--- src/rtl/corner_clause_loader.sv ---
// Fetches up to 2**K clause coefficient words from an external memory, writes each
// one into its clause slot, and reports which slots were loaded through a held mask.
module corner_clause_loader #(
  parameter int MAXIMUM_BIT_WIDTH_OF_COEFFICIENT    = 4,
  parameter int MAXIMUM_BIT_WIDTH_OF_VARIABLE_INDEX = 1,
  parameter int MAX_BIT_WIDTH_OF_INTEGER_VARIABLE   = 4,
  parameter int MAX_BIT_WIDTH_OF_CLAUSES_INDEX      = 2
) (
  input  logic                                        in_clk,
  input  logic                                        in_reset,
  input  logic                                        in_start,
  input  logic [MAX_BIT_WIDTH_OF_CLAUSES_INDEX:0]     in_num_clauses,
  input  logic [MAX_BIT_WIDTH_OF_INTEGER_VARIABLE-1:0] in_variable_index,
  output logic                                        out_mem_read,
  output logic [MAX_BIT_WIDTH_OF_CLAUSES_INDEX-1:0]   out_mem_addr,
  input  logic                                        in_mem_valid,
  input  logic [(2**MAXIMUM_BIT_WIDTH_OF_VARIABLE_INDEX+1)*MAXIMUM_BIT_WIDTH_OF_COEFFICIENT-1:0] in_mem_data,
  output logic [(2**MAXIMUM_BIT_WIDTH_OF_VARIABLE_INDEX+1)*MAXIMUM_BIT_WIDTH_OF_COEFFICIENT-1:0] out_clause_coefficients_integer,
  output logic [MAX_BIT_WIDTH_OF_CLAUSES_INDEX-1:0]   out_clause_index,
  output logic                                        out_clause_write,
  output logic [MAX_BIT_WIDTH_OF_INTEGER_VARIABLE-1:0] out_variable_to_be_unchanced_index,
  output logic [2**MAX_BIT_WIDTH_OF_CLAUSES_INDEX-1:0] out_reduce_enable,
  output logic                                        out_busy,
  output logic                                        out_done
);

  localparam int K   = MAX_BIT_WIDTH_OF_CLAUSES_INDEX;
  localparam int NCL = 2**K;
  localparam int IW  = MAX_BIT_WIDTH_OF_INTEGER_VARIABLE;
  localparam int DW  = (2**MAXIMUM_BIT_WIDTH_OF_VARIABLE_INDEX + 1) * MAXIMUM_BIT_WIDTH_OF_COEFFICIENT;
  localparam logic [K:0] MAX_N = (K+1)'(NCL);

  typedef enum logic [2:0] {
    S_IDLE  = 3'd0,
    S_FETCH = 3'd1,
    S_WAIT  = 3'd2,
    S_WRITE = 3'd3,
    S_DONE  = 3'd4
  } state_t;

  state_t           state_q, state_d;
  logic [K-1:0]     cnt_q, cnt_d;
  logic [K:0]       n_q, n_d;
  logic [NCL-1:0]   mask_q, mask_d;
  logic [IW-1:0]    var_q, var_d;
  logic [DW-1:0]    coef_q, coef_d;
  logic [K-1:0]     addr_q, addr_d;
  logic [K-1:0]     cidx_q, cidx_d;
  logic [NCL-1:0]   enable_q, enable_d;
  logic             read_q, read_d;
  logic             write_q, write_d;
  logic             busy_q, busy_d;
  logic             done_q, done_d;

  logic [K:0]       n_clamped;
  logic [K:0]       cnt_plus1;
  logic             last_clause;

  assign n_clamped   = (in_num_clauses > MAX_N) ? MAX_N : in_num_clauses;
  assign cnt_plus1   = {1'b0, cnt_q} + {{K{1'b0}}, 1'b1};
  assign last_clause = (cnt_plus1 == n_q);

  // NOTE: every register, including the FSM state, is cleared by the synchronous
  // reset so a mid-load reset leaves no stale strobe or mask behind.
  always_ff @(posedge in_clk) begin
    if (in_reset) begin
      state_q  <= S_IDLE;
      cnt_q    <= '0;
      n_q      <= '0;
      mask_q   <= '0;
      var_q    <= '0;
      coef_q   <= '0;
      addr_q   <= '0;
      cidx_q   <= '0;
      enable_q <= '0;
      read_q   <= 1'b0;
      write_q  <= 1'b0;
      busy_q   <= 1'b0;
      done_q   <= 1'b0;
    end else begin
      // NOTE: non-blocking assignments so every register samples pre-edge values.
      state_q  <= state_d;
      cnt_q    <= cnt_d;
      n_q      <= n_d;
      mask_q   <= mask_d;
      var_q    <= var_d;
      coef_q   <= coef_d;
      addr_q   <= addr_d;
      cidx_q   <= cidx_d;
      enable_q <= enable_d;
      read_q   <= read_d;
      write_q  <= write_d;
      busy_q   <= busy_d;
      done_q   <= done_d;
    end
  end

  always_comb begin
    // NOTE: default first so no path through the case leaves state_d unassigned (no latch).
    state_d = state_q;
    unique case (state_q)
      S_IDLE:  if (in_start) state_d = (n_clamped == '0) ? S_DONE : S_FETCH;
      S_FETCH: state_d = S_WAIT;
      S_WAIT:  if (in_mem_valid) state_d = S_WRITE;
      S_WRITE: state_d = last_clause ? S_DONE : S_FETCH;
      S_DONE:  state_d = S_IDLE;
      default: state_d = S_IDLE;
    endcase
  end

  // Strobes are decoded from the next state so the registered outputs line up with the state.
  always_comb begin
    cnt_d    = cnt_q;
    n_d      = n_q;
    mask_d   = mask_q;
    var_d    = var_q;
    coef_d   = coef_q;
    addr_d   = addr_q;
    cidx_d   = cidx_q;
    enable_d = enable_q;
    unique case (state_q)
      S_IDLE: begin
        if (in_start) begin
          var_d    = in_variable_index;
          n_d      = n_clamped;
          cnt_d    = '0;
          mask_d   = '0;
          enable_d = '0;
        end
      end
      S_WAIT: if (in_mem_valid) coef_d = in_mem_data;
      S_WRITE: begin
        mask_d[cnt_q] = 1'b1;
        if (!last_clause) cnt_d = cnt_plus1[K-1:0];
      end
      default: ;
    endcase
    read_d  = (state_d == S_FETCH);
    write_d = (state_d == S_WRITE);
    busy_d  = read_d | write_d | (state_d == S_WAIT);
    done_d  = (state_d == S_DONE);
    if (read_d)  addr_d   = cnt_d;
    if (write_d) cidx_d   = cnt_d;
    if (done_d)  enable_d = mask_d;
  end

  assign out_mem_read                       = read_q;
  assign out_mem_addr                       = addr_q;
  assign out_clause_coefficients_integer    = coef_q;
  assign out_clause_index                   = cidx_q;
  assign out_clause_write                   = write_q;
  assign out_variable_to_be_unchanced_index = var_q;
  assign out_reduce_enable                  = enable_q;
  assign out_busy                           = busy_q;
  assign out_done                           = done_q;

endmodule

--- config.mk ---
export PLATFORM = sky130hd
export DESIGN_NAME = corner_clause_loader
export DESIGN_NICKNAME = d
export VERILOG_FILES = /design/src/rtl/corner_clause_loader.sv
export SDC_FILE = /design/constraint.sdc
export NUM_CORES = 1
export LEC_CHECK = 0
export BUFFER_PORTS_ARGS = -buffer_cell sky130_fd_sc_hd__buf_2
export CORE_ASPECT_RATIO = 1.4
export CORE_MARGIN = 10
export CORE_UTILIZATION = 55
export CTS_BUF_LIST = sky130_fd_sc_hd__clkbuf_8
export DETAILED_ROUTE_END_ITERATION = 10
export PLACE_DENSITY_LB_ADDON = 0.25
export SETUP_SLACK_MARGIN = 0.2
export SLEW_MARGIN = 40
export SYNTH_ARGS = -nofsm -noshare
export SYNTH_HDL_FRONTEND = slang
export SYNTH_SLANG_ARGS = --single-unit
--- constraint.sdc ---
create_clock -name in_clk -period 3.4 [get_ports in_clk]
set_clock_uncertainty 0.1 [all_clocks]
set_input_delay 0.34 -clock in_clk [delete_from_list [all_inputs] [get_ports in_clk]]
set_output_delay 0.34 -clock in_clk [all_outputs]
set_load 0.005 [all_outputs]
=== Word level (Yosys, flattened, before mapping) ===
Index checks and enable logic that the tools add are counted.

* Flip-flop bits (word level): 40
* Bits of input ports: 23
* Word-level logic and storage cells: 52

* Add/subtract/negate cells: 1
* Magnitude comparators: 3
* Equal/unequal tests: 8
* Multiplexer cells: 16
* Bitwise gates (word level): 3
* Reductions and logical operators: 8

{| class="wikitable"
|+ Operators by type and width
! kind !! count
|-
| $mux 4 || 4
|-
| $mux 3 || 5
|-
| $eq 3x2->1 const B || 4
|-
| $pmux 3 s4 || 1
|-
| $pmux 4 s2 || 1
|-
| $eq 3x1->1 const B || 2
|-
| $logic_not 3->1 || 2
|-
| $reduce_and 2->1 || 3
|-
| $mux 2 || 2
|-
| $or 4x4->4 || 1
|-
| $pmux 2 s2 || 1
|-
| $reduce_bool 2->1 || 2
|-
| $add 2x1->3 const B || 1
|-
| $eq 3x3->1 || 1
|-
| $eq 3x3->1 const B || 1
|-
| $gt 3x3->1 const B || 1
|-
| $lt 2x3->1 const B || 1
|-
| $demux 1 s2 || 1
|-
| $ge 2x1->1 const B || 1
|-
| $or 1x1->1 || 2
|-
| $logic_and 1x1->1 || 1
|-
| $mux 1 || 1
|}

=== Depth between registers and ports, before layout ===
* Word-level depth: 9
* Gate-level depth with buffers: 7
* Mapped depth without buffers: 6

=== Worst setup path after synthesis ===
Ideal clock, no wire load.

* Path type: reg2reg
* Start: register cnt_q[0]
* End: register addr_q[0], in the netlist out_mem_addr[0]
* Library setup time: 0.117 ns
* Arrival: 1.719 ns
* Required time: 3.183 ns
* Slack: 1.464 ns
* Cell stages (with the launch flop): 7
* Path buffers: 0
* Path through: dfxtp_1 > inv_1 > ha_1 > xnor2_1 > a31oi_1 > nor2_1 > a32o_1

* Cells in the longest elaborated chain, start to end: 5

{| class="wikitable"
|+ Ends and longest elaborated chain
! what !! RTL line !! text
|-
| start, declared || 42 || <nowiki>logic [K-1:0] cnt_q, cnt_d;</nowiki>
|-
| start signal, assigned || 83 || <nowiki>cnt_q <= cnt_d;</nowiki>
|-
| $add 2x1->3 || 60 || <nowiki>assign cnt_plus1 = {1'b0, cnt_q} + {{K{1'b0}}, 1'b1};</nowiki>
|-
| $eq 3x3->1 || 61 || <nowiki>assign last_clause = (cnt_plus1 == n_q);</nowiki>
|-
| $mux 3 || 105 || <nowiki>S_WRITE: state_d = last_clause ? S_DONE : S_FETCH;</nowiki>
|-
| $pmux 3 s4 || 101 || <nowiki>unique case (state_q)</nowiki>
|-
| $eq 3x1->1 || 138 || <nowiki>read_d = (state_d == S_FETCH);</nowiki>
|-
| end signal, assigned || 88 || <nowiki>addr_q <= addr_d;</nowiki>
|-
| end, declared || 47 || <nowiki>logic [K-1:0] addr_q, addr_d;</nowiki>
|}

Several ways; a longest one is shown, not always the timed one.
A chain may end at the register's enable or synchronous reset.

=== Worst setup path in the final report ===
* Start: register cnt_q[0]
* End: register enable_q[1], in the netlist out_reduce_enable[1]

* Cells in the longest elaborated chain, start to end: 7

{| class="wikitable"
|+ Ends and longest elaborated chain
! what !! RTL line !! text
|-
| $add 2x1->3 (tied with other cells) || 60 ||
|-
| $eq 3x3->1 / $logic_and 1x1->1 (equally long branches) || 61, 133 ||
|-
| $mux 3 / $mux 1 (equally long branches) || 105, 133 ||
|-
| $pmux 3 s4 / $demux 1 s2 (equally long branches) || 101, 133 ||
|-
| $eq 3x3->1 / $or 4x4->4 (equally long branches) || - ||
|-
| $reduce_bool 2->1 (no line) / $pmux 4 s2 (equally long branches) || - ||
|-
| $reduce_and 2->1 (no line) / $mux 4 (equally long branches) || - ||
|-
| end signal, assigned || 90 || <nowiki>enable_q <= enable_d;</nowiki>
|-
| end, declared || 49 || <nowiki>logic [NCL-1:0] enable_q, enable_d;</nowiki>
|}

Several ways; a longest one is shown, not always the timed one.

==> flow_summary.toml <==
[synth]
ys_seq_elements = 40
post_synth_num_cell_types = 27
seq_area_frac_synth_pct = 52.8
synth_compound_area_share_pct = 14.6
synthSimpleGateAreaFrac_pct = 22.7
synth-adder-area-share_pct = 3.30
yosysWarnings = 0
synth_area_leaders = "dfxtp_1, nand2_1, a21oi_1"
avgSynthCellArea_um2 = 8.62
yosysTopAreaCellShare_pct = 52.8
synth_top_family_by_area = "simple AND/OR/NAND/NOR gates"
synth-xor-area-share_pct = 2.31
syn_inst = 176
synthesis.area_um2 = 1520
synth_top_cell_by_area = "dfxtp_1"
synthMuxAreaShare_pct = 0.660
syn-num-nets = 203

[global_routing]
antenna_found_initial = 0
grt_pass1_vias = 1398
overflow = 0
grt_use_total_pct = 14.5
grt_max_degree = 39
grt_pass1_wl_mm = 6.15

[worst_setup_path]
crit_path_start_kind = "flop"
path_class = "reg2reg"
worstPathRequired_ns = 3.49
rr_worst_depth = 5
crit_path_max_fanout = 11
r2r_end = "out_reduce_enable[1]"
arrival_ns = 2.25
end_kind = "flop"
critical_path.endpoint = "out_reduce_enable[1]"
r2r_slack_ns = 1.24
cp-startpoint = "cnt_q[0]"
r2r-start = "cnt_q[0]"

[cts]
cts_tree = "built"
clockBufferDepth = 2
cts_root_buf = "clkbuf_8"
htreeDepth = 2
clk_pin_slew_worst_paths_ns = 0.07
cts_made_buffers = 5
clkLatencyLatePin_ns = 0.29
clkSinkCount = 40
ctsHoldBuffers = 0
post_cts_buffers = 0
cts_resized = 0

[floorplan]
die_x_um = 64.4
core_um2 = 2640
dieArea_um2 = 5290
initial_core_util_pct = 57.4
die_y_um = 82.2
rows = 22
num_io_pins = 51

[power]
ir_drop_mv = 0.460
powerDensity_nw_per_um2 = 545
p_leak_nw = 0.831

[timing]
fmax_mhz = 463
fin_hold_ws_ns = 0.179
period_minus_slack_ns = 2.16
timing.final.crit_share_pct = 63.6
slew_violations = 0
grt_setup_unrepaired = "false"
final.setup.worst_slack_ns = 1.24
slew_headroom_pct = 54.4
setup_viol = 0
tns_ns = 0
hold_viol_final = 0
worst_pin_slew_ns = 0.685

[layout]
drive_gt1_share_pct = 27.6
final_common_cell = "buf_2"
final_core_util_pct = 72.1
n_antenna_cell = 0
nets = 251
area_delta_synth_final_pct = 25.6
final_cell_mix = "buf_2, nand2_1, dfxtp_1, a21oi_1, nor3_1"

[placement]
pre_cts_ws_ns = 1.22
dpl.hpwl_mm = 2.79
globalplace.congestion = 0.884
port_buffers = 50

[route]
via_per_inst = 5.09
drt_iter0_markers = 33
drc = 0
post_drt_wl_per_cell_um = 14.2
drt-total-wl_mm = 3.71
dr.pass1.iters = 4
ant_nets = 0
vias = 1328

[flow_run]
max_cap_viol_count = 0

[hold_path]
hold_class = "in2reg"

[status]
status = "finished clean"
## registers in the layout, indices dropped and copies added (netlist names)
register	count
out_busy	1
out_mem_read	1
out_clause_index	2
state_q	3
out_reduce_enable	4
n_q	3
cnt_q	2
out_mem_addr	2
out_done	1
mask_q	4
out_variable_to_be_unchanced_index	4
out_clause_write	1
out_clause_coefficients_integer	12
## stage by stage
step	cells	cell area [um^2]	power [W]
floorplan	176	1520	0.000584
global placement	253	1780	0.000626
detailed placement	253	1780	0.000631
CTS	261	1910	0.00105
global route	261	1910	0.00108
finish	261	1910	0.00104
## final cells by class
type | instances | area [um^2]
inverters | 4 | 15.0
fillers | 228 | 737
flip-flops and latches | 40 | 801
repair buffers | 51 | 258
well taps | 36 | 45.0
multi-input cells | 122 | 661
clock buffers | 7 | 96.3
clock inverters | 1 | 30.0
## kinds of logic after synthesis
family,after synthesis
fa+ha+maj,4
mux,1
compound gates,38
xor+xnor,4
buf+inv,14
flops,40
simple gates,75
## critical path, stage by stage (launching register included)
cell and delay [ns]:
dfxtp_1 0.46, inv_1 0.10, ha_1 0.34, xnor2_1 0.19
nand4_1 0.40, a2111oi_2 0.47
## Yosys cell counts, drive strengths merged
| master | number |
|---|---|
| nor2b | 1 |
| nor2 | 8 |
| a2111oi | 1 |
| nand4 | 1 |
| nor3 | 9 |
| clkbuf | 7 |
| nand2b | 1 |
| o21ai | 1 |
| a21boi | 1 |
| a21oi | 29 |
| mux2i | 1 |
| or4b | 1 |
| buf | 3 |
| nor4b | 1 |
| xor2 | 2 |
| nand2 | 45 |
| ha | 4 |
| dfxtp | 40 |
| a31oi | 1 |
| nand3 | 3 |
| inv | 4 |
| and3 | 1 |
| nand3b | 3 |
| a32o | 2 |
| xnor2 | 2 |
| a211oi | 3 |
| and3b | 1 |
## power by group
| group | internal, W | total, W | switching [W] |
|---|---|---|---|
| sequential | 0.000491 | 0.000507 | 0.0000157 |
| combinational | 0.0000465 | 0.000112 | 0.0000660 |
| clock | 0.000259 | 0.000419 | 0.000160 |
## how the worst min path moves through the flow
stage,depth (start not counted),from,endpoint,slack [ns]
2_1_floorplan,2,n_q[0],n_q[0],0.34
3_3_place_gp,2,out_clause_coefficients_integer[0],out_clause_coefficients_integer[0],0.34
3_5_place_dp,2,out_variable_to_be_unchanced_index[2],out_variable_to_be_unchanced_index[2],0.35
4_1_cts,3,in_mem_data[4],out_clause_coefficients_integer[4],0.17
5_1_grt,3,in_mem_data[5],out_clause_coefficients_integer[5],0.19
6_report,3,in_mem_data[4],out_clause_coefficients_integer[4],0.18
## layer usage
layer	track usage, %	routed length [um]	vias up
met4	6.01	47	0
met3	6.60	253	6
li1	-	-	687
met5	0	0	-
met2	26.6	1990	30
met1	13.7	1420	605
No activity file was read; power rests on OpenSTA's default activity.
